<file path="src/rtl/cla_seq_adder.sv">
// Sequential wide adder/subtractor: one shared 4-bit carry-lookahead slice, one nibble per cycle, LSB first.
// Optional macro CLA_SEQ_OVERFLOW_EN adds a registered signed-overflow output `ovf`.

module carry_lookahead_four (
  input  logic [3:0] a,
  input  logic [3:0] b,
  input  logic       cin,
  output logic [3:1] c,
  output logic       cout
);
  logic [3:0] g;
  logic [3:0] p;

  assign g = a & b;
  assign p = a ^ b;

  // Every carry is a flat two-level function of g, p and cin; nothing ripples.
  assign c[1] = g[0] | (p[0] & cin);
  assign c[2] = g[1] | (p[1] & g[0]) | (p[1] & p[0] & cin);
  assign c[3] = g[2] | (p[2] & g[1]) | (p[2] & p[1] & g[0]) | (p[2] & p[1] & p[0] & cin);
  assign cout = g[3] | (p[3] & g[2]) | (p[3] & p[2] & g[1]) | (p[3] & p[2] & p[1] & g[0])
              | (p[3] & p[2] & p[1] & p[0] & cin);
endmodule

module cla_seq_adder #(
  parameter int WIDTH = 16
) (
  input  logic             clk,
  input  logic             reset_n,
  input  logic             start_valid,
  output logic             start_ready,
  input  logic [WIDTH-1:0] a,
  input  logic [WIDTH-1:0] b,
  input  logic             cin,
  input  logic             sub,
  output logic             result_valid,
  input  logic             result_ready,
  output logic [WIDTH-1:0] sum,
  output logic             cout,
`ifdef CLA_SEQ_OVERFLOW_EN
  output logic             ovf,
`endif
  output logic             busy
);
  localparam int SLICES = WIDTH / 4;
  localparam int CNT_W  = (SLICES > 1) ? $clog2(SLICES) : 1;
  localparam logic [CNT_W-1:0] LAST = CNT_W'(SLICES - 1);

  typedef enum logic [1:0] {IDLE, RUN, DONE} state_e;

  state_e             state_q, state_d;
  logic [WIDTH-1:0]   a_q, a_d;
  logic [WIDTH-1:0]   b_q, b_d;
  logic [WIDTH-1:0]   sum_q, sum_d;
  logic               carry_q, carry_d;
  logic [CNT_W-1:0]   cnt_q, cnt_d;
  logic               cout_q, cout_d;
  logic               start_ready_q, start_ready_d;
  logic               result_valid_q, result_valid_d;
  logic               busy_q, busy_d;
`ifdef CLA_SEQ_OVERFLOW_EN
  logic               ovf_q, ovf_d;
`endif

  logic [3:1] slice_c;
  logic       slice_cout;
  logic [3:0] nib_sum;

  carry_lookahead_four u_slice (
    .a    (a_q[3:0]),
    .b    (b_q[3:0]),
    .cin  (carry_q),
    .c    (slice_c),
    .cout (slice_cout)
  );

  assign nib_sum = a_q[3:0] ^ b_q[3:0] ^ {slice_c, carry_q};

  always_comb begin
    // NOTE: every signal gets a default before the case so no path leaves it unassigned (no latch).
    state_d   = state_q;
    a_d       = a_q;
    b_d       = b_q;
    sum_d     = sum_q;
    carry_d   = carry_q;
    cnt_d     = cnt_q;
    cout_d    = cout_q;
`ifdef CLA_SEQ_OVERFLOW_EN
    ovf_d     = ovf_q;
`endif
    case (state_q)
      IDLE: begin
        if (start_valid) begin
          // Subtraction is a + ~b + 1; the forced carry-in replaces cin.
          a_d     = a;
          b_d     = sub ? ~b : b;
          carry_d = sub ? 1'b1 : cin;
          cnt_d   = '0;
          sum_d   = '0;
          state_d = RUN;
        end
      end
      RUN: begin
        sum_d   = {nib_sum, sum_q[WIDTH-1:4]};
        a_d     = {4'b0, a_q[WIDTH-1:4]};
        b_d     = {4'b0, b_q[WIDTH-1:4]};
        carry_d = slice_cout;
        cnt_d   = cnt_q + CNT_W'(1);
        if (cnt_q == LAST) begin
          cout_d  = slice_cout;
`ifdef CLA_SEQ_OVERFLOW_EN
          ovf_d   = slice_c[3] ^ slice_cout;
`endif
          state_d = DONE;
        end
      end
      DONE: begin
        if (result_ready) state_d = IDLE;
      end
      default: state_d = IDLE;
    endcase

    start_ready_d  = (state_d == IDLE);
    result_valid_d = (state_d == DONE);
    busy_d         = (state_d != IDLE);
  end

  // NOTE: sequential state uses non-blocking assignments so all flops update together at the edge.
  always_ff @(posedge clk or negedge reset_n) begin
    if (!reset_n) begin
      state_q        <= IDLE;
      a_q            <= '0;
      b_q            <= '0;
      sum_q          <= '0;
      carry_q        <= 1'b0;
      cnt_q          <= '0;
      cout_q         <= 1'b0;
      start_ready_q  <= 1'b1;
      result_valid_q <= 1'b0;
      busy_q         <= 1'b0;
`ifdef CLA_SEQ_OVERFLOW_EN
      ovf_q          <= 1'b0;
`endif
    end else begin
      state_q        <= state_d;
      a_q            <= a_d;
      b_q            <= b_d;
      sum_q          <= sum_d;
      carry_q        <= carry_d;
      cnt_q          <= cnt_d;
      cout_q         <= cout_d;
      start_ready_q  <= start_ready_d;
      result_valid_q <= result_valid_d;
      busy_q         <= busy_d;
`ifdef CLA_SEQ_OVERFLOW_EN
      ovf_q          <= ovf_d;
`endif
    end
  end

  assign start_ready  = start_ready_q;
  assign result_valid = result_valid_q;
  assign busy         = busy_q;
  assign sum          = sum_q;
  assign cout         = cout_q;
`ifdef CLA_SEQ_OVERFLOW_EN
  assign ovf          = ovf_q;
`endif

endmodule

</file>
<file path="config.mk">
export PLATFORM = sky130hd
export DESIGN_NAME = cla_seq_adder
export DESIGN_NICKNAME = d
export VERILOG_FILES = /design/src/rtl/cla_seq_adder.sv
export SDC_FILE = /design/constraint.sdc
export NUM_CORES = 1
export LEC_CHECK = 0
export ABC_CLOCK_PERIOD_IN_PS = 1900
export CAP_MARGIN = 5
export CORE_UTILIZATION = 51
export CTS_CLUSTER_SIZE = 30
export DETAILED_ROUTE_END_ITERATION = 10
export GPL_TIMING_DRIVEN = 0
export PLACE_DENSITY_LB_ADDON = 0.25
export SLEW_MARGIN = 0
export SYNTH_ARGS = -nofsm -noshare
export SYNTH_HDL_FRONTEND = slang
export SYNTH_SLANG_ARGS = --single-unit
</file>
<file path="constraint.sdc">
create_clock -name clk -period 1.9 [get_ports clk]
set_input_delay 0.38 -clock clk [delete_from_list [all_inputs] [get_ports clk]]
set_output_delay 0.38 -clock clk [all_outputs]
set_load 0.005 [all_outputs]
</file>
* After elaboration in Yosys (flattened, before gate mapping)
Index checks and enable logic that the tools add are counted.
Word-level totals: logic and storage cells 68, bits of input ports 38, bits in registers 57, output and inout bits 20
Operators by class: reductions and logical operators 6, add/subtract/negate cells 1, equality and inequality tests 5, mux-type cells 16, bitwise logic cells 30
Operators by type and width (count):
- $pmux W16 S2 | 3
- $mux W16 | 4
- $and A1 B1 Y1 | 16
- $not A16 Y16 | 1
- $or A1 B1 Y1 | 10
- $mux W2 | 4
- $xor A4 B4 Y4 | 2
- $eq A2 B2 Y1 const B | 3
- $pmux W2 S3 | 1
- $and A4 B4 Y4 | 1
- $logic_not A2 Y1 | 2
- $pmux W2 S2 | 1
- $reduce_and A2 Y1 | 2
- $reduce_bool A2 Y1 | 2
- $add A2 B1 Y2 const B | 1
- $eq A2 B1 Y1 const B | 1
- $mux W1 | 2
- $ne A2 B2 Y1 const B | 1
- $pmux W1 S2 | 1

* Longest topological paths before layout
Gate-level depths: netlist of the first run.
word-level depth 7, gate-level depth with buffers 6

* Modules after synthesis
A second synthesis of the first run with hierarchy kept.
Second synthesis, totals: cell total of the unflattened synthesis 258, area total of the unflattened synthesis 2721.4 sq um
Modules (own cells, without submodules):
- cla_seq_adder | instances 1, cells an instance 249, sequential area each 1427.6 sq um, area each 2632.5 sq um
- carry_lookahead_four | instances 1, cells an instance 9, sequential area each 0.0 sq um, area each 88.8 sq um

* Worst setup path after synthesis of the first run
No wires, ideal clock.
path kind register to register, start point register a_q[0], end point register sum_q[15], in the netlist sum[15], library setup time 122 ps, data arrival time 1463 ps, path slack 316 ps, required time 1778 ps, path buffers 0, stages on the path, launching flop included 5, clock period less this slack 1584 ps, cell sequence dfrtp_1 -> ha_1 -> a21o_1 -> a311o_1 -> a32o_1
On the way: cells in the longest elaborated chain, start to end 6, elaborated cells between the ends (all ways) 9
Ends and longest elaborated chain:
- start: declaration | line 52 | logic [WIDTH-1:0] a_q, a_d;
- start signal: assignment | line 132 | a_q <= '0;
- start signal: assignment | line 146 | a_q <= a_d;
- $and A4 B4 Y4 or $xor A4 B4 Y4 (tied branches) | line 14, 15
- $and A1 B1 Y1 | line 20 | assign c[3] = g[2] | (p[2] & g[1]) | (p[2] & p[1] & g[0]) | (p[2] & p[1] & p[0] & cin);
- $or A1 B1 Y1 or $and A1 B1 Y1 (tied branches) | line 20
- $or A1 B1 Y1 (*) | line 20
- $xor A4 B4 Y4 (*) | line 77 | assign nib_sum = a_q[3:0] ^ b_q[3:0] ^ {slice_c, carry_q};
- $pmux W16 S2 (*) | line 91 | case (state_q)
- end signal: assignment | line 148 | sum_q <= sum_d;
- end: declaration | line 54 | logic [WIDTH-1:0] sum_q, sum_d;
Mark *: on every way between the ends. The rest lies on a longest branch, timed or not. A chain may end at the register's enable or synchronous reset.

* Worst setup path in the final report of the first run
Same ends and word-level chain as after synthesis.

==> flow_summary.toml, run 1 <==
[run_status]
outcome = "complete, no violations"

[global_routing]
grtUsageMet1_pct = 32.4
grt_first_pass_wirelength_um = 10300
globalRouteMet3Util_pct = 3.70
grt_util_met2_pct = 41.8
grt_antenna_before_repair = 0
total_routing_resource_utilization_after_global_routing_pct = 25.0
grt.busiest_layer = "met2"
largest_net_degree_at_the_start_of_global_routing = 34
number_of_global_route_vias_before_repair = 2237
grt-ovfl-total = 0

[pwr]
share_comb_of_total_power_pct = 47.8
ir_drop_v = 0.000762
seqPwrFrac_pct = 36.0
switching_share_pct = 38.6
power_switching_uw = 2350
p_leak_uw = 0.00160
clock_power_share_pct = 16.2
internal_uw = 3740
power_density_mw_per_mm2 = 1690

[drt]
initialDrtViolationCount = 116
drt_first_pass_iters = 5
num_vias = 2339
postRouteWirelength_um = 6040
ant_nets = 0
drt_drc_violations_left = 0
wire_per_inst_um = 14.0
drt-vias-per-instance = 5.44

[timing]
grt_setup_unrepaired = "no"
timing.final.hold_violations = 0
timing.clock.skew_ns = 0.00460
timing.final.crit_share_pct = 90.4
final.setup.worst_slack_ns = 0.182
finalHoldWorstSlack_ns = 0.0494
actual_transition_at_the_worst_max_transition_pin_ns = 0.589
final-setup-viol-count = 0
max_freq_ghz = 0.582
min_period_ns = 1.72
maxSlewHeadroom_pct = 60.7
max_slew_violation_count = 0

[worst_setup_path]
worstPathArrival_ns = 1.93
kind_of_launch_point_of_the_worst_setup_path = "flop"
cp_max_fo = 4
ff2ff_setup_slack_ns = 0.18
timing.critical_path.to_type = "flop"
path_class = "flop to flop"
cp_data_required_time_ns = 2.12

[cells_and_area]
drive_above_1_share_pct = 9.72
fill_cells = 453
antenna-diode-count = 0
layout_commonest_cell = "sky130_fd_sc_hd__nand2_1"
num-nets-final = 400
most_frequent_cells_in_the_layout = "66 x sky130_fd_sc_hd__nand2_1, 56 x sky130_fd_sc_hd__dfrtp_1, 55 x sky130_fd_sc_hd__clkdlybuf4s50_1"
area.growth.synth_to_final_pct = 30.4
design_area_sq_mm = 0.00359

[logic_synthesis]
postSynth.topFlopCell = "sky130_fd_sc_hd__dfrtp_1"
number_of_enable_type_register_cells_in_the_synthesized_netlist = 0
synth_fp_nets = 332
synth.yosys.seq_area_share_pct = 51.8
netlist_instances = 287
synthesis.area_sq_mm = 0.00276
ys_warn_count = 0
asyncSetResetFlopFracSynth_pct = 100
unique_cell_type_count_in_the_yosys_netlist = 32
ys_seq_elements = 57
syn_avg_cell_area_sq_um = 9.60

[floorplan]
die_area_sq_mm = 0.00570
floorplan.initialDensity_pct = 53.6
placement_rows = 26
dieHeight_um = 75.5
core_area_sq_mm = 0.00514
die_w_um = 75.5
design.portCount = 58

[cts]
ctsHtreeMaxLevel = 3
clock-sinks = 57
cts_resized = 0
ctsLongestPathBuffers = 2
clk_latency_ns = 0.33
cts_inserted_buffers = 9
cts.repair_timing.setup_buffer_count = 0
clk_pin_slew_worst_paths_ns = 0.06
cts_hold_bufs = 0
clockRootBuffer = "sky130_fd_sc_hd__clkbuf_8"
cts_tree = "done"

[place]
dpl_cell_area_sq_mm = 0.00342
routabilityCongestion = 0.812
detailedPlace.worstSlack_ns = -0.0630
detailedPlacementHpwl_um = 4310
io_buffer_count = 56

[worst_hold_path]
min_path_type = "input pin to asynchronous set/reset pin"

[job]
cap_viol_max_count = 0
==> power by group through the flow <==
stage          sequential, uW  clock [uW]  combinational [uW]
6_report                 2190         986                2910
5_1_grt                  2260        1050                3290
4_1_cts                  2180        1000                2910
3_5_place_dp             2200           0                2880
3_3_place_gp             2180           0                2770
2_1_floorplan            2130           0                1930
==> metal layers <==
layer / part of all wire, % / up-vias
li1: - / 1116
met1: 45 / 1147
met2: 49 / 65
met3: 3.9 / 11
met4: 2.2 / 0
met5: 0 / -
==> worst max-delay path, cell delays in order, from the launching register on <==
cell and delay, ns:
sky130_fd_sc_hd__dfrtp_1 0.45, sky130_fd_sc_hd__ha_1 0.34, sky130_fd_sc_hd__a21o_1 0.20, sky130_fd_sc_hd__a311o_1 0.37, sky130_fd_sc_hd__a32o_1 0.25
==> area by class of cell <==
class / instances / area [sq um] / share of cell area [%]
Buffer: 21 / 126 / 3.52
Clock buffer: 13 / 159 / 4.42
Timing Repair Buffer: 57 / 576 / 16.0
Sequential cell: 57 / 1430 / 39.7
Multi-Input combinational cell: 209 / 1200 / 33.5
Tap cell: 70 / 87.6 / 2.44
Clock inverter: 3 / 15.0 / 0.418
==> logic make-up (layout without fill, tap and decap cells) <==
logic type / count (synthesis) / in the layout / share of synthesized area (%)
simple gates: 129 / 129 / 21.2
flops: 57 / 57 / 51.8
compound gates: 56 / 56 / 13.6
buf+inv: 21 / 94 / 4.58
xor+xnor: 17 / 17 / 5.40
fa+ha+maj: 7 / 7 / 3.45
==> synth_stat cells, types with 2 or more instances <==
master	count	area [sq um]
sky130_fd_sc_hd__a211oi_1	2	15.0
sky130_fd_sc_hd__a21o_1	2	15.0
sky130_fd_sc_hd__a21oi_1	15	75.1
sky130_fd_sc_hd__a22oi_1	2	15.0
sky130_fd_sc_hd__a31oi_1	12	75.1
sky130_fd_sc_hd__buf_2	11	55.1
sky130_fd_sc_hd__buf_6	4	45.0
sky130_fd_sc_hd__clkbuf_1	5	18.8
sky130_fd_sc_hd__dfrtp_1	56	1400
sky130_fd_sc_hd__ha_1	6	75.1
sky130_fd_sc_hd__nand2_1	66	248
sky130_fd_sc_hd__nand3_1	24	120
sky130_fd_sc_hd__nor2_1	18	67.6
sky130_fd_sc_hd__nor2b_1	14	87.6
sky130_fd_sc_hd__o21ai_0	6	30.0
sky130_fd_sc_hd__o22a_1	12	105
sky130_fd_sc_hd__xnor2_1	17	149
==> final timing paths <==
kind                       depth (start not counted)       to     from
setup / recovery                                   4  sum[15]   a_q[0]
hold / removal                                     1   sum[0]  reset_n
setup reg to reg                                   4  sum[15]   a_q[0]
hold reg to reg                                    2   sum[8]  sum[12]
max in group asynchronous                          2   b_q[2]  reset_n
min in group clk                                   2   sum[8]  sum[12]
==> flip-flops by register name, summed over array words and instances (netlist names) <==
signal / count
a_q: 16
b_q: 16
sum: 16
cnt_q: 2
state_q: 2
busy: 1
carry_q: 1
cout: 1
result_valid: 1
start_ready: 1
==> through the flow <==
step | util [%] | setup TNS, ns | std cells | power [uW]
6_report | 69.9 | 0 | 430 | 6080
3_3_place_gp | 66.2 | -74.31 | 413 | 4950
3_5_place_dp | 66.5 | -0.447 | 414 | 5080
4_1_cts | 69.9 | 0 | 430 | 6090
5_1_grt | 69.9 | 0 | 430 | 6590
2_1_floorplan | - | 0 | 287 | 4060
Note: power is estimated with default switching activity, not from simulation.
==> inputs of run 2 (changes only) <==
--- a/config.mk
+++ b/config.mk
@@ -15,4 +15,5 @@
 export SLEW_MARGIN = 0
 export SYNTH_ARGS = -nofsm -noshare
 export SYNTH_HDL_FRONTEND = slang
+export SYNTH_HIERARCHICAL = 1
 export SYNTH_SLANG_ARGS = --single-unit
==> flow_summary.toml, run 2 <==
[timing]
maxSlewHeadroom_pct = 63.6
actual_transition_at_the_worst_max_transition_pin_ns = 0.546
max_slew_violation_count = 0
max_freq_ghz = 0.537
timing.final.crit_share_pct = 98.1
final-setup-viol-count = 0
final.setup.worst_slack_ns = 0.0366
setup_total_negative_slack_ns = 0
min_period_ns = 1.86
timing.final.hold_violations = 0
timing.clock.skew_ns = 0.00782

[cells_and_area]
num-nets-final = 371
drive_above_1_share_pct = 13.2
most_frequent_cells_in_the_layout = "56 x sky130_fd_sc_hd__dfrtp_1, 55 x sky130_fd_sc_hd__clkdlybuf4s50_1, 52 x sky130_fd_sc_hd__nand2_1"
area.growth.synth_to_final_pct = 32.5
antenna-diode-count = 0
layout_commonest_cell = "sky130_fd_sc_hd__dfrtp_1"
design_area_sq_mm = 0.00361

[logic_synthesis]
unique_cell_type_count_in_the_yosys_netlist = 31
asyncSetResetFlopFracSynth_pct = 100
syn_avg_cell_area_sq_um = 10.5
ys_warn_count = 6
synth_fp_nets = 301
synthesis.area_sq_mm = 0.00272
synth.yosys.seq_area_share_pct = 52.5
synth.top_cell.area_share_pct = 51.5
number_of_enable_type_register_cells_in_the_synthesized_netlist = 0
synth.most_common_cell = "sky130_fd_sc_hd__dfrtp_1"
ys_seq_elements = 57
postSynth.topFlopCell = "sky130_fd_sc_hd__dfrtp_1"
netlist_instances = 258
synth_top_cell_by_area = "sky130_fd_sc_hd__dfrtp_1"
most_used_standard_cells_in_the_synthesized_netlist = "56 x sky130_fd_sc_hd__dfrtp_1, 52 x sky130_fd_sc_hd__nand2_1, 24 x sky130_fd_sc_hd__nand3_1, 19 x sky130_fd_sc_hd__o21ai_1, 16 x sky130_fd_sc_hd__xor2_1"
synthTopCellsByArea = "sky130_fd_sc_hd__dfrtp_1 51%, sky130_fd_sc_hd__nand2_1 7.2%, sky130_fd_sc_hd__xor2_1 5.1%, sky130_fd_sc_hd__a221o_1 4.4%, sky130_fd_sc_hd__nand3_1 4.4%"

[global_routing]
grt_antenna_before_repair = 0
number_of_global_route_vias_before_repair = 2158
grt_first_pass_wirelength_um = 10200
total_routing_resource_utilization_after_global_routing_pct = 25.3
largest_net_degree_at_the_start_of_global_routing = 37
grt-ovfl-total = 0

[drt]
initialDrtViolationCount = 125
ant_nets = 0
drt_drc_violations_left = 0
drt_first_pass_iters = 4
drt-vias-per-instance = 5.48
postRouteWirelength_um = 6120
num_vias = 2209
wire_per_inst_um = 15.2

[worst_setup_path]
worst_r2r_path_depth = 7
kind_of_launch_point_of_the_worst_setup_path = "flop"
worstPathArrival_ns = 2.07
cp_data_required_time_ns = 2.11
timing.critical_path.to_type = "flop"
critical_path.reg2reg.startpoint = "a_q[0]"
cp_max_fo = 3
setup.worst_path.start = "a_q[0]"
path_class = "flop to flop"

[place]
routabilityCongestion = 0.780
detailedPlacementHpwl_um = 4310
detailedPlace.worstSlack_ns = -0.0817
io_buffer_count = 56
dpl_cell_area_sq_mm = 0.00338

[cts]
clock-sinks = 57
ctsLongestPathBuffers = 2
cts_hold_bufs = 0
ctsHtreeMaxLevel = 3
clockRootBuffer = "sky130_fd_sc_hd__clkbuf_8"
clk_pin_slew_worst_paths_ns = 0.07
cts_inserted_buffers = 9
cts_tree = "done"
clk_latency_ns = 0.34

[floorplan]
floorplan.initialDensity_pct = 53.3
die_w_um = 75.0
placement_rows = 26
die_area_sq_mm = 0.00563
core_area_sq_mm = 0.00511
dieHeight_um = 75.0
design.portCount = 58

[worst_hold_path]
min_path_type = "input pin to asynchronous set/reset pin"

[job]
cap_viol_max_count = 0

[run_status]
outcome = "complete, no violations"

[pwr]
ir_drop_v = 0.000789
power_density_mw_per_mm2 = 1590
p_leak_uw = 0.00172
[run 2: cell count changes in the layout (fill, tap and decap cells not counted), sizes merged, moves of 13 or more]
cell,before,now
a21oi,15,0
nand2,66,53
nor2,18,2
nor2b,14,1
o21ai,6,22
xor2,0,16
[run 2: cell type report]
type	count	area, sq um
Multi-Input combinational cell	182	1190
Clock inverter	3	40.0
Buffer	19	114
Clock buffer	13	159
Timing Repair Buffer	59	591
Fill cell	414	1500
Tap cell	70	87.6
Sequential cell	57	1430
[run 2: cells by family after synthesis]
kind of cell | Yosys count | synth area share [%]
AO/OA/AOI/OAI | 54 | 14.3
flip-flops | 57 | 52.5
multiplexers | 1 | 0.552
buffers and inverters | 19 | 4.18
XOR/XNOR | 24 | 7.72
adder cells (fa/ha/maj) | 5 | 2.30
AND/OR/NAND/NOR | 98 | 18.4
[run 2: critical path: stages (launching register included)]
cell	delay, ns
sky130_fd_sc_hd__dfrtp_1	0.42
sky130_fd_sc_hd__ha_1	0.31
sky130_fd_sc_hd__a21o_1	0.19
sky130_fd_sc_hd__a21o_1	0.22
sky130_fd_sc_hd__a21o_1	0.21
sky130_fd_sc_hd__xor2_2	0.15
sky130_fd_sc_hd__xnor2_1	0.17
sky130_fd_sc_hd__o21ai_1	0.07
[run 2: repair_timing]
action,4_1_cts,5_1_grt
setup buffers,0,2
setup endpoints to repair,0,1
gates resized for setup,0,1
[run 2: final timing paths]
check,end,slack (ns)
worst max-delay path,sum[15],0.04
worst min-delay path,b_q[0],0.01
worst max register to register,sum[15],0.04
worst min register to register,a_q[4],0.49
max in group asynchronous,start_ready,1.26
min in group clk,a_q[4],0.49
[run 2: where the power goes]
part	total [uW]	internal (uW)	switching (uW)
combinational	2500	1240	1260
clock	1140	674	471
sequential	2100	1740	357
[run 2: through the flow]
step / cells / hold WS [ns] / total power (uW) / util (%)
5_1_grt: 403 / 0.0469 / 6180 / 70.6
3_5_place_dp: 385 / 0.386 / 4580 / 66.3
2_1_floorplan: 258 / 0.0844 / 3640 / -
3_3_place_gp: 384 / 0.469 / 4460 / 66.0
4_1_cts: 401 / 0.0236 / 5740 / 70.2
6_report: 403 / 0.0128 / 5750 / 70.6
[run 2: routing by layer]
layer	vias up	share of wire, %	track usage (%)	routed length [um]
met2	88	51	40.9	3120
met3	9	6.1	4.69	376
met1	1072	41	31.9	2500
met5	-	0	0	0
met4	0	2.0	14.9	122
li1	1040	-	-	-
